File: src/rtl/mulu_int_pkg.sv
// Shared types for the sequential integer arithmetic units (multiplier, divider).
// Holds the control FSM encoding and the start/busy/done/valid status bundle.
package mulu_int_pkg;

    typedef enum logic {
        ST_IDLE = 1'b0,
        ST_BUSY = 1'b1
    } arith_state_e;

    typedef struct packed {
        logic busy;
        logic done;
        logic valid;
    } arith_status_t;

endpackage

File: src/rtl/mulu_int_if.sv
// Operand/result bundle for mulu_int; master issues start with a/b/c, slave returns status and prod/ovf.
interface mulu_int_if #(
    parameter int WIDTH = 8
);
    logic               start;
    logic [WIDTH-1:0]   a;
    logic [WIDTH-1:0]   b;
    logic [WIDTH-1:0]   c;
    logic               busy;
    logic               done;
    logic               valid;
    logic               ovf;
    logic [2*WIDTH-1:0] prod;

    modport master (
        output start, a, b, c,
        input  busy, done, valid, ovf, prod
    );

    modport slave (
        input  start, a, b, c,
        output busy, done, valid, ovf, prod
    );
endinterface

File: src/rtl/mulu_int.sv
// Sequential unsigned shift-add multiply-accumulate prod = a*b + c; latency WIDTH cycles after start.
// No backpressure: start is always accepted and restarts any op in flight; results hold until next start.
module mulu_int
    import mulu_int_pkg::*;
#(
    parameter int WIDTH = 8
) (
    input  logic       clk,
    input  logic       rstn,
    mulu_int_if.slave  io
);

    localparam int IW = $clog2(WIDTH);
    localparam logic [IW-1:0] LAST = IW'(WIDTH - 1);

    arith_state_e         state_q, state_d;
    logic [WIDTH:0]       hi_q, hi_d, hi_nx;
    logic [WIDTH-1:0]     lo_q, lo_d, lo_nx;
    logic [WIDTH-1:0]     mcand_q, mcand_d;
    logic [IW-1:0]        i_q, i_d;
    logic [2*WIDTH-1:0]   prod_q, prod_d;
    logic                 ovf_q, ovf_d;
    logic                 valid_q, valid_d;
    logic                 done_q, done_d;
    arith_status_t        stat;

    // One partial-product bit: conditional add into the high half, then shift the pair right.
    // hi starts as c, so after WIDTH shifts c lands at weight 2^0 of the result.
    always_comb begin
        logic [WIDTH:0] hi_sum;
        hi_sum = lo_q[0] ? (hi_q + {1'b0, mcand_q}) : hi_q;
        {hi_nx, lo_nx} = {hi_sum, lo_q} >> 1;
    end

    always_comb begin
        state_d = state_q;
        hi_d    = hi_q;
        lo_d    = lo_q;
        mcand_d = mcand_q;
        i_d     = i_q;
        prod_d  = prod_q;
        ovf_d   = ovf_q;
        valid_d = valid_q;
        done_d  = 1'b0;

        if (io.start) begin
            state_d = ST_BUSY;
            hi_d    = {1'b0, io.c};
            lo_d    = io.b;
            mcand_d = io.a;
            i_d     = '0;
            valid_d = 1'b0;
        end else if (state_q == ST_BUSY) begin
            if (i_q == LAST) begin
                state_d = ST_IDLE;
                prod_d  = {hi_nx[WIDTH-1:0], lo_nx};
                ovf_d   = |hi_nx[WIDTH-1:0];
                valid_d = 1'b1;
                done_d  = 1'b1;
            end else begin
                hi_d = hi_nx;
                lo_d = lo_nx;
                i_d  = i_q + IW'(1);
            end
        end
    end

    always_ff @(posedge clk) begin
        if (!rstn) begin
            state_q <= ST_IDLE;
            hi_q    <= '0;
            lo_q    <= '0;
            mcand_q <= '0;
            i_q     <= '0;
            prod_q  <= '0;
            ovf_q   <= 1'b0;
            valid_q <= 1'b0;
            done_q  <= 1'b0;
        end else begin
            state_q <= state_d;
            hi_q    <= hi_d;
            lo_q    <= lo_d;
            mcand_q <= mcand_d;
            i_q     <= i_d;
            prod_q  <= prod_d;
            ovf_q   <= ovf_d;
            valid_q <= valid_d;
            done_q  <= done_d;
        end
    end

    assign stat.busy  = (state_q == ST_BUSY);
    assign stat.done  = done_q;
    assign stat.valid = valid_q;

    assign io.busy  = stat.busy;
    assign io.done  = stat.done;
    assign io.valid = stat.valid;
    assign io.ovf   = ovf_q;
    assign io.prod  = prod_q;

endmodule

File: src/flat_wrapper.sv
// flat-port wrapper written by rule: the top's interface ports become plain ports
module mulu_int_flat import mulu_int_pkg::*;
#(
    parameter int WIDTH = 8
)
  (clk, rstn, io_start, io_a, io_b, io_c, io_busy, io_done, io_valid, io_ovf, io_prod);
  mulu_int_if #(.WIDTH(WIDTH)) io_i ();
  input  logic clk;
  input  logic rstn;
  input wire logic [$bits(io_i.start)-1:0] io_start;
  input wire logic [$bits(io_i.a)-1:0] io_a;
  input wire logic [$bits(io_i.b)-1:0] io_b;
  input wire logic [$bits(io_i.c)-1:0] io_c;
  output wire logic [$bits(io_i.busy)-1:0] io_busy;
  output wire logic [$bits(io_i.done)-1:0] io_done;
  output wire logic [$bits(io_i.valid)-1:0] io_valid;
  output wire logic [$bits(io_i.ovf)-1:0] io_ovf;
  output wire logic [$bits(io_i.prod)-1:0] io_prod;
  assign io_i.start = io_start;
  assign io_i.a = io_a;
  assign io_i.b = io_b;
  assign io_i.c = io_c;
  assign io_busy = io_i.busy;
  assign io_done = io_i.done;
  assign io_valid = io_i.valid;
  assign io_ovf = io_i.ovf;
  assign io_prod = io_i.prod;
  mulu_int #(.WIDTH(WIDTH)) u_core (.clk(clk), .rstn(rstn), .io(io_i));
endmodule
File: config.mk
export PLATFORM = sky130hd
export DESIGN_NAME = mulu_int_flat
export DESIGN_NICKNAME = d
export VERILOG_FILES = /design/src/rtl/mulu_int_pkg.sv /design/src/rtl/mulu_int_if.sv /design/src/rtl/mulu_int.sv /design/src/flat_wrapper.sv
export SDC_FILE = /design/constraint.sdc
export NUM_CORES = 1
export LEC_CHECK = 0
export CAP_MARGIN = 20
export CORE_MARGIN = 3
export CORE_UTILIZATION = 35
export CTS_CLUSTER_SIZE = 25
export DETAILED_ROUTE_END_ITERATION = 7
export MAX_ROUTING_LAYER = met4
export PLACE_DENSITY = 0.58
export REMOVE_ABC_BUFFERS = 1
export SETUP_SLACK_MARGIN = 0.3
export SKIP_CTS_REPAIR_TIMING = 1
export SKIP_LAST_GASP = 1
export SLEW_MARGIN = 10
export SYNTH_ARGS = -nofsm -noshare
export SYNTH_HDL_FRONTEND = slang
export SYNTH_SLANG_ARGS = --single-unit
File: constraint.sdc
create_clock -name clk -period 5.7 [get_ports clk]
set_clock_uncertainty 0.05 [all_clocks]
set_input_delay 1.425 -clock clk [delete_from_list [all_inputs] [get_ports clk]]
set_output_delay 1.425 -clock clk [all_outputs]
set_load 0.01 [all_outputs]
* Word level (Yosys, flattened, before mapping)
Index checks and enable logic that the tools add are counted.
Storage, ports and cells: bits in registers 47, bits in latches 0, RAM bits 0, memory bits (read-only) 0, bits of input ports 27, output and inout bits 20, word-level logic and storage cells 36, memories kept 0
Operators by class: $add $sub $neg 2, $mul 0, div/mod/pow operators 0, magnitude comparators 0, equality and inequality tests 2, shift operators 0, muxes and demuxes 11, bitwise operators 4, reductions and logical operators 8
Operator list (number):
- $mux 8 | 6
- $add 8x8->9 | 1
- $mux 9 | 1
- $reduce_or 8->1 | 1
- $reduce_and 2->1 | 3
- $mux 1 | 4
- $not 1->1 | 4
- $add 3x1->3 const B | 1
- $eq 3x3->1 const B | 1
- $reduce_and 3->1 | 1
- $reduce_or 3->1 | 1
- $ne 2x2->1 const B | 1
- $reduce_bool 2->1 | 1
- $reduce_or 2->1 | 1

* Depth between registers and ports, before layout
depth after elaboration 5, mapped depth 9

* Least setup slack after synthesis
Ideal clock, no wire load.
kind input-to-reg, from in io_start, to reg u_core.ovf_q, in the netlist u_core.io.ovf, arrival 2306 ps, data required time 5518 ps, slack 3212 ps, stages 6, cell sequence clkbuf_1 or2_2 nor2_1 nand4_1 nor3_2 a31oi_1
On the way: cells in the longest elaborated chain, start to end 2
RTL lines:
- start, declared | line flat_wrapper.sv:10 | input wire logic [$bits(io_i.start)-1:0] io_start;
- $not 1->1 (no source line)
- $reduce_and 3->1 (no source line)
- end signal, assigned | line mulu_int.sv:86 | ovf_q <= ovf_d;
- end, declared | line mulu_int.sv:22 | logic ovf_q, ovf_d;
Every way passes these cells. A chain may end at the register's enable or synchronous reset.

* Worst setup path in the final report
from in io_start, to reg u_core.prod_q[9], in the netlist u_core.io.prod[9]
On the way: cells in the longest elaborated chain, start to end 2
RTL lines:
- $not 1->1 (no source line)
- $reduce_and 3->1 (no source line)
- end signal, assigned | line mulu_int.sv:85 | prod_q <= prod_d;
- end, declared | line mulu_int.sv:21 | logic [2*WIDTH-1:0] prod_q, prod_d;
Every way passes these cells.

==> results.yml <==
outcome:
  outcome: "complete, no violations"
routing:
  drc: 0
  avgViaCountPerCell: 5.146
  drtAntennaViolNets: 0
  dr_total_vias: 2110
  routed_wl_um: 5606
  post_drt_wl_per_cell_um: 13.67
  drt-initial-drc-count: 96
  dr.pass1.iters: 4
clock_tree:
  clk_path_buf_depth: 2
  clkLatencyLatePin_ns: 0.30
  htreeDepth: 2
  numCtsBuffers: 5
  clk_pin_slew_ns: 0.09
  clockRootBuffer: "clkbuf_8"
  clock_sinks: 47
  cts_tree: "yes"
placed_design:
  port_buffers: 46
  routabilityCongestion: 0.8526
  pre_cts_slack_ns: 2.580
  dpl.hpwl_um: 3948
  place_area_sq_um: 2838
worst_setup_path:
  worstReg2RegEnd: "u_core.io.ovf"
  rr_worst_depth: 9
  r2r-start: "u_core.hi_q[0]"
  cp.required_ns: 5.85
  cp.arrival_ns: 2.92
  rrSetupSlack_ns: 3.29
  startpoint_type: "primary input"
  critical_path_class: "primary input to flip-flop"
  end_kind: "flip-flop"
  path_max_fanout: 42
sta:
  fin_ws_ns: 2.931
  finalSetupTns_ns: 0
  finalHoldViolCount: 0
  slew_viol_final: 0
  min_period_ns: 2.769
  rsz0062_at_grt: "no"
  fmax_ghz: 0.3611
  fin_crit_sh: 0.4858
  setup_viol: 0
  maxSlewHeadroom: 0.5884
  tightest_slew_ns: 0.6165
grt:
  grt_overflow: 0
  use_met2: 0.2349
  gr-usage-met1: 0.2015
  grt-busiest-layer: "met2"
  grt_use_total: 0.1511
  grt_pass1_wl_um: 8963
  antenna_found_initial: 0
  grt_max_degree: 43
  use_met3: 0.02634
  grt_pass1_vias: 1945
yosys:
  synth-main-ff-cell: "dfxtp_1"
  synth.distinct_cells: 43
  yosys_warnings: 0
  yosysMostFrequentCell: "nand2_1"
  yosysTopAreaCell: "dfxtp_1"
  synthArstFlopShare: 0
  synthXorXnorAreaFrac: 0.007463
  synth-seq-cells: 47
  synth_top_area_frac: 0.4009
  synth.avg_cell_area_sq_um: 7.984
  muxShareOfSynthArea: 0.04691
  synthSimpleGateAreaFrac: 0.2186
  synthTopCellsByCount: "nand2_1, dfxtp_1, nor2_1"
  synth_edf_count: 0
  synth_compound_gate_area_share: 0.2122
  synth_fa_ha_area_frac: 0.06183
  yosys-top-cells-area: "dfxtp_1, a21oi_1, nand2_1, nor2_1, ha_1"
  netlist_area_sq_um: 2347
  synthCells: 294
  seq_area_frac_synth: 0.4009
  synth_top_family_by_area: "simple AND/OR/NAND/NOR gates"
min_path:
  min_from: "u_core.io.prod[6]"
  hold-path-cell-count: 2
  hold_end: "u_core.io.prod[6]"
  hp-class: "flip-flop to flip-flop"
floorplanning:
  pin_count: 47
  die_area_sq_um: 7725
  chipWidth_um: 87.89
  initial_utilization: 0.3655
  dieHeight_um: 87.89
  core_area_sq_um: 6422
  num_rows: 29
run:
  maxCapViolations: 0
power:
  internal-power_mw: 0.5629
  p_leak_nw: 1.141
  p_clk_frac: 0.388
  p_sw_frac: 0.2379
  power_switching_mw: 0.1757
  seqPwrFrac: 0.475
  vdd_drop_max_mv: 0.1220
  power.total_mw: 0.7386
  powerDensity_nw_per_um2: 248.6
  p_comb_frac: 0.137
final_layout:
  drive_above_1_share: 0.04805
  nets: 370
  syn2layout_area_growth_pct: 26.55
  seqCellArea_sq_um: 940.9
  antenna_cells: 0
  n_fill_cell: 631
  multi_input_area_sq_um: 1284
  fin_area_sq_um: 2970
## state kept, by name, indices dropped and copies added, names as in the netlist
signal and cells:
u_core.io.valid 1, u_core.hi_q 8, u_core.io.prod 16, u_core.io.ovf 1
u_core.io.busy 1, u_core.io.done 1, u_core.lo_q 8, u_core.mcand_q 8
u_core.i_q 3
## final cells by class
cell class,count,area share
Timing Repair Buffer,50,0.1651
Multi-Input combinational cell,221,0.4322
Clock inverter,2,0.02022
Sequential cell,47,0.3168
Inverter,7,0.008846
Clock buffer,6,0.02443
Tap cell,77,0.03243
## worst max-delay path: stages
cell             delay (ns)
clkdlybuf4s50_1        0.48
buf_4                  0.42
nor2_1                 0.10
buf_4                  0.22
a211oi_1               0.27
## worst max-delay path by stage
stage,startpoint,endpoint,slack [ns],depth (start not counted)
final,io_start,u_core.io.prod[9],2.93,5
after global placement,io_start,u_core.io.ovf,2.66,6
after global routing,io_start,u_core.io.prod[9],2.83,5
after detailed placement,io_start,u_core.io.prod[9],2.58,5
after CTS,io_start,u_core.io.prod[9],2.90,5
after floorplan,io_start,u_core.io.prod[15],3.01,3
## stage by stage
step | hold slack [ns] | utilization | instances
floorplan | 0.3900 | - | 275
global placement | 0.3944 | 0.4418 | 402
detailed placement | 0.3989 | 0.4418 | 402
CTS | 0.4116 | 0.4625 | 410
global route | 0.4378 | 0.4625 | 410
finish | 0.4067 | 0.4625 | 410
## cells by family after synthesis
logic type,Yosys count
adders and majority gates,11
buffers and inverters,26
AOI/OAI and AO/OA,79
DFF,47
muxes,11
xor gates and xnor gates,2
and+or+nand+nor,118
## power by group through the flow
stage / registers (mW) / clock network (mW) / logic (mW)
6_report: 0.350 / 0.287 / 0.101
5_1_grt: 0.352 / 0.310 / 0.112
4_1_cts: 0.351 / 0.297 / 0.102
3_5_place_dp: 0.358 / 0 / 0.102
3_3_place_gp: 0.358 / 0 / 0.101
2_1_floorplan: 0.355 / 0 / 0.0605
## per-layer routing
metal | part of all wire | vias up | wire length, um
met1 | 0.50 | 975 | 2826
li1 | - | 1093 | -
met3 | 0.037 | 5 | 205
met5 | 0 | - | 0
met4 | 0.010 | 0 | 57
met2 | 0.45 | 37 | 2517
## layout by cell type (no fill, tap or decap), types with 2 or more instances in the layout
cell type        Yosys  layout
a31oi_1              3       3
dfxtp_1             47      47
nand2b_1             3       3
o31ai_1              2       2
o311ai_0             2       2
a211o_1              4       4
buf_4                2       4
nor2b_1              4       4
clkdlybuf4s50_1      0      46
clkbuf_8             1       5
mux2i_1             11      11
nor3_1               3       3
nand2_1             51      51
o21a_1               3       3
bufinv_16            0       2
o21ai_0              4       4
a2111o_1             2       2
o21ai_1              2       2
a21o_1               2       2
nor4b_1              2       2
ha_1                10      10
a21oi_1             40      40
inv_1                7       7
a211oi_1            10      10
nor2_1              46      46
Power figures use the tool's default switching activity.
